<file path="config.mk">
export PLATFORM = sky130hd
export DESIGN_NAME = select_out_fifo_flat
export DESIGN_NICKNAME = d
export VERILOG_FILES = /design/src/rtl/select_out_fifo_pkg.sv /design/src/rtl/select_out_fifo_if.sv /design/src/rtl/select_out_fifo_mem.sv /design/src/rtl/select_out_fifo.sv /design/src/flat_wrapper.sv
export SDC_FILE = /design/constraint.sdc
export NUM_CORES = 1
export LEC_CHECK = 0
export CORE_UTILIZATION = 40
export DETAILED_ROUTE_END_ITERATION = 7
export PLACE_DENSITY = 0.71
export SETUP_SLACK_MARGIN = 0.5
export SLEW_MARGIN = 0
export SYNTH_ARGS = -nofsm -noshare
export SYNTH_HDL_FRONTEND = slang
export SYNTH_HIERARCHICAL = 1
export SYNTH_SLANG_ARGS = --single-unit
</file>
<file path="constraint.sdc">
create_clock -name clk -period 4.8 [get_ports clk]
set_clock_uncertainty 0.2 [all_clocks]
set_input_delay 0.48 -clock clk [delete_from_list [all_inputs] [get_ports clk]]
set_output_delay 0.48 -clock clk [all_outputs]
set_load 0.03 [all_outputs]
</file>
<file path="src/rtl/select_out_fifo_pkg.sv">
// Shared sizing for the selector output buffers: data width, FIFO depth and pointer width.
// Other config-control buffers reuse these constants.
package select_out_fifo_pkg;

  localparam int SOF_DATA_W = 8;
  localparam int SOF_DEPTH  = 8;

  function automatic int sof_clog2(input int n);
    int r;
    r = 0;
    while ((1 << r) < n) r++;
    return r;
  endfunction

  localparam int SOF_ADDR_W = sof_clog2(SOF_DEPTH);

endpackage

</file>
<file path="src/rtl/select_out_fifo_if.sv">
// Selector-side write bus, consumer valid/ready read bus and status for select_out_fifo.
// The master side drives selector data and consumer ready; the slave side is the FIFO.
interface select_out_fifo_if
  import select_out_fifo_pkg::*;
#(
  parameter int DATA_W = SOF_DATA_W,
  parameter int ADDR_W = SOF_ADDR_W
);

  logic [DATA_W-1:0] data_in;
  logic              valid_in;
  logic              in_ready;
  logic [DATA_W-1:0] data_out;
  logic              valid_out;
  logic              ready_out;
  logic [ADDR_W:0]   count;
  logic              overflow;
  logic              clear_ovf;

  modport master (
    output data_in, valid_in, ready_out, clear_ovf,
    input  in_ready, data_out, valid_out, count, overflow
  );

  modport slave (
    input  data_in, valid_in, ready_out, clear_ovf,
    output in_ready, data_out, valid_out, count, overflow
  );

endinterface

</file>
<file path="src/rtl/select_out_fifo_mem.sv">
// DEPTH x DATA_W register array: one synchronous write port, one asynchronous read port.
// Contents are intentionally not reset.
module sel_fifo_mem
  import select_out_fifo_pkg::*;
#(
  parameter int DATA_W = SOF_DATA_W,
  parameter int DEPTH  = SOF_DEPTH,
  parameter int ADDR_W = SOF_ADDR_W
) (
  input  logic              clk,
  input  logic              wr_en,
  input  logic [ADDR_W-1:0] wr_addr,
  input  logic [DATA_W-1:0] wr_data,
  input  logic [ADDR_W-1:0] rd_addr,
  output logic [DATA_W-1:0] rd_data
);

  logic [DATA_W-1:0] mem [DEPTH];

  always_ff @(posedge clk) begin
    if (wr_en) mem[wr_addr] <= wr_data;
  end

  assign rd_data = mem[rd_addr];

endmodule

</file>
<file path="src/rtl/select_out_fifo.sv">
// Selector output buffer: first-word-fall-through FIFO, 1 cycle from write to data_out.
// No input backpressure: writes while full (and not popping) are dropped and set sticky overflow.
module select_out_fifo
  import select_out_fifo_pkg::*;
#(
  parameter int DATA_W = SOF_DATA_W,
  parameter int DEPTH  = SOF_DEPTH,
  parameter int ADDR_W = SOF_ADDR_W
) (
  input  logic               clk,
  input  logic               rst_n,
  select_out_fifo_if.slave   bus
);

  localparam logic [ADDR_W:0] CNT_FULL = (ADDR_W + 1)'(DEPTH);
  localparam logic [ADDR_W:0] CNT_ONE  = (ADDR_W + 1)'(1);
  localparam logic [ADDR_W-1:0] PTR_ONE = ADDR_W'(1);

  logic [ADDR_W-1:0] wr_ptr;
  logic [ADDR_W-1:0] rd_ptr;
  logic [ADDR_W:0]   count;
  logic              overflow;
  logic              full;
  logic              valid_out;
  logic              push;
  logic              pop;
  logic              drop;

  assign full      = (count == CNT_FULL);
  assign valid_out = (count != '0);
  assign pop       = valid_out && bus.ready_out;
  // A same-cycle pop frees a slot, so a full FIFO still accepts the write.
  assign push      = bus.valid_in && (!full || pop);
  assign drop      = bus.valid_in && full && !pop;

  sel_fifo_mem #(
    .DATA_W (DATA_W),
    .DEPTH  (DEPTH),
    .ADDR_W (ADDR_W)
  ) u_mem (
    .clk     (clk),
    .wr_en   (push),
    .wr_addr (wr_ptr),
    .wr_data (bus.data_in),
    .rd_addr (rd_ptr),
    .rd_data (bus.data_out)
  );

  always_ff @(posedge clk or negedge rst_n) begin
    if (!rst_n) begin
      wr_ptr   <= '0;
      rd_ptr   <= '0;
      count    <= '0;
      overflow <= 1'b0;
    end else begin
      if (push) wr_ptr <= wr_ptr + PTR_ONE;
      if (pop)  rd_ptr <= rd_ptr + PTR_ONE;
      if (push && !pop)      count <= count + CNT_ONE;
      else if (pop && !push) count <= count - CNT_ONE;
      // A drop in the same cycle as clear_ovf keeps the flag set.
      if (drop)               overflow <= 1'b1;
      else if (bus.clear_ovf) overflow <= 1'b0;
    end
  end

  assign bus.valid_out = valid_out;
  assign bus.in_ready  = !full;
  assign bus.count     = count;
  assign bus.overflow  = overflow;

endmodule
</file>
<file path="src/flat_wrapper.sv">
// flat-port wrapper written by rule: the top's interface ports become plain ports
module select_out_fifo_flat import select_out_fifo_pkg::*;
#(
  parameter int DATA_W = SOF_DATA_W,
  parameter int DEPTH  = SOF_DEPTH,
  parameter int ADDR_W = SOF_ADDR_W
)
  (clk, rst_n, bus_data_in, bus_valid_in, bus_ready_out, bus_clear_ovf, bus_in_ready, bus_data_out, bus_valid_out, bus_count, bus_overflow);
  select_out_fifo_if #(.DATA_W(DATA_W), .ADDR_W(ADDR_W)) bus_i ();
  input  logic clk;
  input  logic rst_n;
  input wire logic [$bits(bus_i.data_in)-1:0] bus_data_in;
  input wire logic [$bits(bus_i.valid_in)-1:0] bus_valid_in;
  input wire logic [$bits(bus_i.ready_out)-1:0] bus_ready_out;
  input wire logic [$bits(bus_i.clear_ovf)-1:0] bus_clear_ovf;
  output wire logic [$bits(bus_i.in_ready)-1:0] bus_in_ready;
  output wire logic [$bits(bus_i.data_out)-1:0] bus_data_out;
  output wire logic [$bits(bus_i.valid_out)-1:0] bus_valid_out;
  output wire logic [$bits(bus_i.count)-1:0] bus_count;
  output wire logic [$bits(bus_i.overflow)-1:0] bus_overflow;
  assign bus_i.data_in = bus_data_in;
  assign bus_i.valid_in = bus_valid_in;
  assign bus_i.ready_out = bus_ready_out;
  assign bus_i.clear_ovf = bus_clear_ovf;
  assign bus_in_ready = bus_i.in_ready;
  assign bus_data_out = bus_i.data_out;
  assign bus_valid_out = bus_i.valid_out;
  assign bus_count = bus_i.count;
  assign bus_overflow = bus_i.overflow;
  select_out_fifo #(.DATA_W(DATA_W), .DEPTH(DEPTH), .ADDR_W(ADDR_W)) u_core (.clk(clk), .rst_n(rst_n), .bus(bus_i));
endmodule
</file>
# After elaboration in Yosys (flattened, before gate mapping)

Memories as Yosys holds them, arrays and structs flattened.
Index checks and enable logic that the tools add are counted.

Flip-flop bits (word level): 11
Bits in writable memories: 64
Input port bits: 13
Output and inout port bits: 15
Memories kept: 1

Memories:

| memory           | words | width | rd ports | clocked after memory_dff | wr ports | line                      | source |
|---|---|---|---|---|---|---|---|
| u_core.u_mem.mem | 8     | 8     | 1        | 0                        | 1        | select_out_fifo_mem.sv:18 | `logic [DATA_W-1:0] mem [DEPTH];` |

Add/sub/neg operators: 4
Equality and inequality tests: 1
Muxes and demuxes: 6
Reductions and logical operators: 13

Operator list:

| operator              | count |
|---|---|
| $mux W4               | 2 |
| $add A3 B1 Y3 const B | 2 |
| $logic_and A1 B1 Y1   | 6 |
| $add A4 B1 Y4 const B | 1 |
| $eq A4 B4 Y1 const B  | 1 |
| $mux W1               | 4 |
| $reduce_bool A2 Y1    | 2 |
| $reduce_bool A4 Y1    | 1 |
| $sub A4 B1 Y4 const B | 1 |
| $logic_not A1 Y1      | 3 |
| $logic_or A1 B1 Y1    | 1 |

# Longest topological paths before layout

Depth after elaboration: 8
Mapped depth: 9
Depth with buffers taken out: 9

# By module

Netlist, hierarchy kept.

Modules (own cells, without submodules):

| module          | times used | cells each | area each (µm²) | seq. area each (µm²) |
|---|---|---|---|---|
| sel_fifo_mem    | 1          | 106        | 2531.2          | 1921.8 |
| select_out_fifo | 1          | 54         | 634.4           | 275.3 |

# Worst setup path before layout

Ideal clock, no wire load.

Kind: reg-to-reg
Start point: reg u_core.count[0] (netlist: u_core/bus.count[0])
End point: reg u_core.count[3] (netlist: u_core/bus.count[3])
Library setup time: 0.131 ns
Arrival: 2.812 ns
Path slack: 1.657 ns
Stages on the path, launching flop included: 10
Buffers on the path: 0
Cells stage by stage: dfrtp_1 > or4b_4 > o21ai_4 > inv_1 > ha_1 > inv_1 > ha_1 > or4_1 > o211ai_1 > o211ai_1

Word-level cells in the longest chain between the ends: 7
Elaborated cells between the ends (all ways): 15
Classes of those cells: add/sub: 2; eq/ne: 1; mux: 2; reduce/logical: 10

Ends and longest elaborated chain:

| what                                | line                  | source |
|---|---|---|
| start, declared                     | select_out_fifo.sv:21 | `logic [ADDR_W:0] count;` |
| start signal, assigned              | select_out_fifo.sv:58 | `if (push && !pop) count <= count + CNT_ONE;` |
| start signal, assigned              | select_out_fifo.sv:59 | `else if (pop && !push) count <= count - CNT_ONE;` |
| $eq A4 B4 Y1 *                      | select_out_fifo.sv:29 | `assign full = (count == CNT_FULL);` |
| $logic_not A1 Y1 *                  | --                    |  |
| via bus_in_ready                    | flat_wrapper.sv:16    | `output wire logic [$bits(bus_i.in_ready)-1:0] bus_in_ready;` |
| $logic_or A1 B1 Y1 *                | select_out_fifo.sv:33 | `assign push = bus.valid_in && (!full \|\| pop);` |
| $logic_and A1 B1 Y1 *               | select_out_fifo.sv:33 |  |
| via u_core.push                     | select_out_fifo.sv:25 | `logic push;` |
| $logic_not A1 Y1                    | select_out_fifo.sv:59 |  |
| $logic_and A1 B1 Y1                 | select_out_fifo.sv:59 |  |
| $reduce_bool A2 Y1 (no source line) | --                    |  |

Mark *: on every way through the listed nets, which the timed path passes. The rest lies on a longest branch. The select of a mux whose other input is x is not followed.
A chain may end at the register's enable or synchronous reset.

# Worst setup path in the final report

Start point: reg u_core.rd_ptr[0]
End point: out bus_data_out[1]

Word-level cells in the longest chain between the ends: 1

Ends and longest elaborated chain:

| what                   | line                  | source |
|---|---|---|
| start, declared        | select_out_fifo.sv:20 | `logic [ADDR_W-1:0] rd_ptr;` |
| start signal, assigned | select_out_fifo.sv:57 | `if (pop) rd_ptr <= rd_ptr + PTR_ONE;` |
| $mem_v2 Z8 W8          | --                    |  |
| end, declared          | flat_wrapper.sv:17    | `output wire logic [$bits(bus_i.data_out)-1:0] bus_data_out;` |

No other way between the ends.

==> metrics.md <==
| Metric | Value |
|---|---|
| Clock Tree Root | `clkbuf_8` |
| Post-Syn Nets | `179` |
| Mapped cell area | `3166 µm²` |
| Max-cap violation count | `0` |
| DRC | `0` |
| Critical path data arrival time | `2.82 ns` |
| Overall Power | `2.336 mW` |
| Die H | `90.96 µm` |
| Seq/Total Area, Yosys | `0.6941` |
| Finished Layout Cells | `299` |
| TritonRoute pass-1 iters | `6` |
| Vias in the first global route | `1563` |
| Final Instance Area | `3742 µm²` |
| Max-slew violations | `0` |
| Worst-Skew Late Latency | `0.33 ns` |
| Clock share of power | `0.219` |
| Post-CTS setup buffer count | `0` |
| Power Dens Cells | `624.1 nW/µm²` |
| Final RePlAce weighted congestion | `0.7400` |
| Post-layout util | `0.4868` |
| Die Wd | `90.96 µm` |
| Area growth from synthesis to layout | `18.22%` |
| Period minus WS final | `3.500 ns` |
| Sw power | `0.7737 mW` |
| Ys async rst share | `0.1467` |
| Place WS | `1.632 ns` |
| Post-synth top flop | `edfxtp_1` |
| TritonCTS clock tree | `yes` |
| Distinct cells, synth | `34` |
| GR Overflow Total | `0` |
| Post-synth EDFFs | `64` |
| Yosys Warn Count | `6` |
| Startpoint Class | `flip-flop` |
| Hold crit path type | `primary input to async pin` |
| Global Route Usage Sum | `0.1396` |
| Slew headroom | `0.3667` |
| Via count | `1558` |
| Core ar. | `7687 µm²` |
| TritonCTS Sinks | `75` |
| First-pass GRT wire length | `8.424 mm` |
| Max stage delay cell, worst path | `dfrtp_1` |
| Slowest stage delay, CP | `0.94 ns` |
| Top post-synthesis cells by count | `edfxtp_1 (64), mux4_1 (15), dfrtp_1 (11)` |
| Largest net degree at the start of global routing | `19` |
| Hold slack | `0.2978 ns` |
| Boundary Pins | `28` |
| Crit. End Element | `output pin` |
| Port Buffers | `27` |
| Crit Path Class | `flip-flop to output pin` |
| Final setup margin | `1.300 ns` |
| Fmax | `285.7 MHz` |
| Yosys top cell by area | `edfxtp_1` |
| P_int | `1.562 mW` |
| Final hold vios | `0` |
| Synth Area per Inst | `19.78 µm²` |
| CTS H-tree lvls | `3` |
| Setup TNS | `0 ns` |
| Starting density of the core | `0.4118` |
| Combinational Power Share | `0.356` |
| Total Nets Final | `211` |
| Vias per cell | `5.211` |
| Cells after DPL | `283` |
| Final period util | `0.7291` |
| Top cells by area, synth | `edfxtp_1 (61%), mux4_1 (12%), dfrtp_1 (8.7%)` |
| Clk slew on worst S/H paths | `0.07 ns` |
| Status | `finished, final reports clean` |
| #FFs+latches synth | `75` |
| Post-DR wirelength/cell | `17.86 µm` |
| Initial antenna violation count | `0` |
| CTS max path bufs | `2` |
| Area of placed instances | `3526 µm²` |
| Detailed placer's ending HPWL | `3.400 mm` |
| Pleak | `1.281 nW` |
| Ratio of cells with drive above 1 in the final layout | `0.1574` |
| 1st-iter DRT viols | `42` |
| Count leader, synth | `edfxtp_1` |
| Worst Path Max Fanout | `18` |
| Buffers and inverters on the worst path | `1` |
| CP cell instances | `mux4_1 -> mux2_2 -> clkdlybuf4s50_1` |
| Diodes inserted | `0` |
| ANT nets after route | `0` |
| DIE AREA | `8274 µm²` |
| Worst path required time | `4.12 ns` |
| Sequential Power Share | `0.425` |
| Yosys top cell area share | `0.6071` |
| Worst ir drop on vdd | `0.0002761 V` |
| Post-Synthesis Cells | `160` |
| Sw frac | `0.3313` |
| Core Rows | `32` |
| RSZ-0062 raised after global routing | `no` |
| Hold Buf Count CTS | `0` |
| Final setup violation count | `0` |
| Final Routed Wirelength | `5.339 mm` |
| Slew @ Worst Pin | `0.9464 ns` |
| CTS resizes | `0` |
| CP delay by family, top | `multiplexers` |
| CTS Buf Count | `9` |
-- worst paths after layout --
check                                                 from                               to  slack, ns  cells after the start
min                                                  rst_n     u_core/rd_ptr[1]$_DFFE_PN0P_       0.30                      1
min in group clk              u_core/wr_ptr[2]$_DFFE_PN0P_     u_core/wr_ptr[2]$_DFFE_PN0P_       0.31                      1
max in group asynchronous                            rst_n     u_core/wr_ptr[1]$_DFFE_PN0P_       3.74                      1
min reg2reg                   u_core/wr_ptr[2]$_DFFE_PN0P_     u_core/wr_ptr[2]$_DFFE_PN0P_       0.31                      1
max reg2reg                u_core/bus.count[0]$_DFFE_PN0P_  u_core/bus.count[3]$_DFFE_PN0P_       1.65                      9
max                           u_core/rd_ptr[0]$_DFFE_PN0P_                  bus_data_out[1]       1.30                      3
-- power groups by stage --
stage	Sequential, mW	Clock [mW]	Combinational (mW)
after floorplan	0.945	0	0.626
after global placement	1.00	0	0.818
after detailed placement	1.01	0	0.833
after CTS	0.997	0.521	0.838
after global routing	1.02	0.551	0.889
final	0.993	0.512	0.831
-- worst reg2reg max path, cell delays in order (launching register included) --
cell      delay, ns
dfrtp_1        0.49
or4b_4         0.60
o21ai_4        0.19
inv_1          0.10
ha_1           0.26
inv_1          0.15
ha_1           0.32
or4_1          0.52
o211ai_1       0.11
o211ai_1       0.10
-- placed cells by master (no fill, tap or decap), types with 2 or more instances in the layout --
master | synthesis | final
a21oi_1 | 2 | 2
bufinv_16 | 0 | 2
clkbuf_8 | 0 | 9
clkdlybuf4s50_1 | 0 | 27
dfrtp_1 | 11 | 11
edfxtp_1 | 64 | 64
ha_1 | 5 | 5
inv_1 | 4 | 4
mux2_2 | 9 | 9
mux4_1 | 15 | 15
nand2_1 | 4 | 4
nand2b_1 | 3 | 3
nand3_1 | 3 | 3
nor2_1 | 7 | 7
nor3_2 | 0 | 2
o211ai_1 | 3 | 3
xnor2_1 | 6 | 6
-- logic make-up after synthesis --
family,Yosys count,synth area share
flip-flops,75,0.6941
multiplexers,28,0.1751
AND/OR/NAND/NOR,26,0.04506
buffers and inverters,10,0.01976
AO/OA/AOI/OAI,9,0.02332
XOR/XNOR,6,0.01660
adder cells (fa/ha/maj),6,0.02609
-- metal layers --
metal	track usage	routed length, µm
met5	0	0
met4	0.06349	79
met3	0.02931	193
met2	0.2273	2642
met1	0.1806	2423
-- registers in the layout, summed over array words and instances (netlist names) --
name	cells
u_core/bus.count	4
u_core/bus.overflow	1
u_core/rd_ptr	3
u_core/u_mem/mem	64
u_core/wr_ptr	3
-- final cells by class --
cell class / instances / area, µm²
clock buffer: 10 / 127.6
clock inverter: 6 / 88.84
fill: 652 / 3945
inverter: 4 / 15.01
multi-input combinational: 75 / 915.9
sequential: 75 / 2197
tap: 102 / 127.6
timing repair buffer: 27 / 270.3
Power figures use the tool's default switching activity.
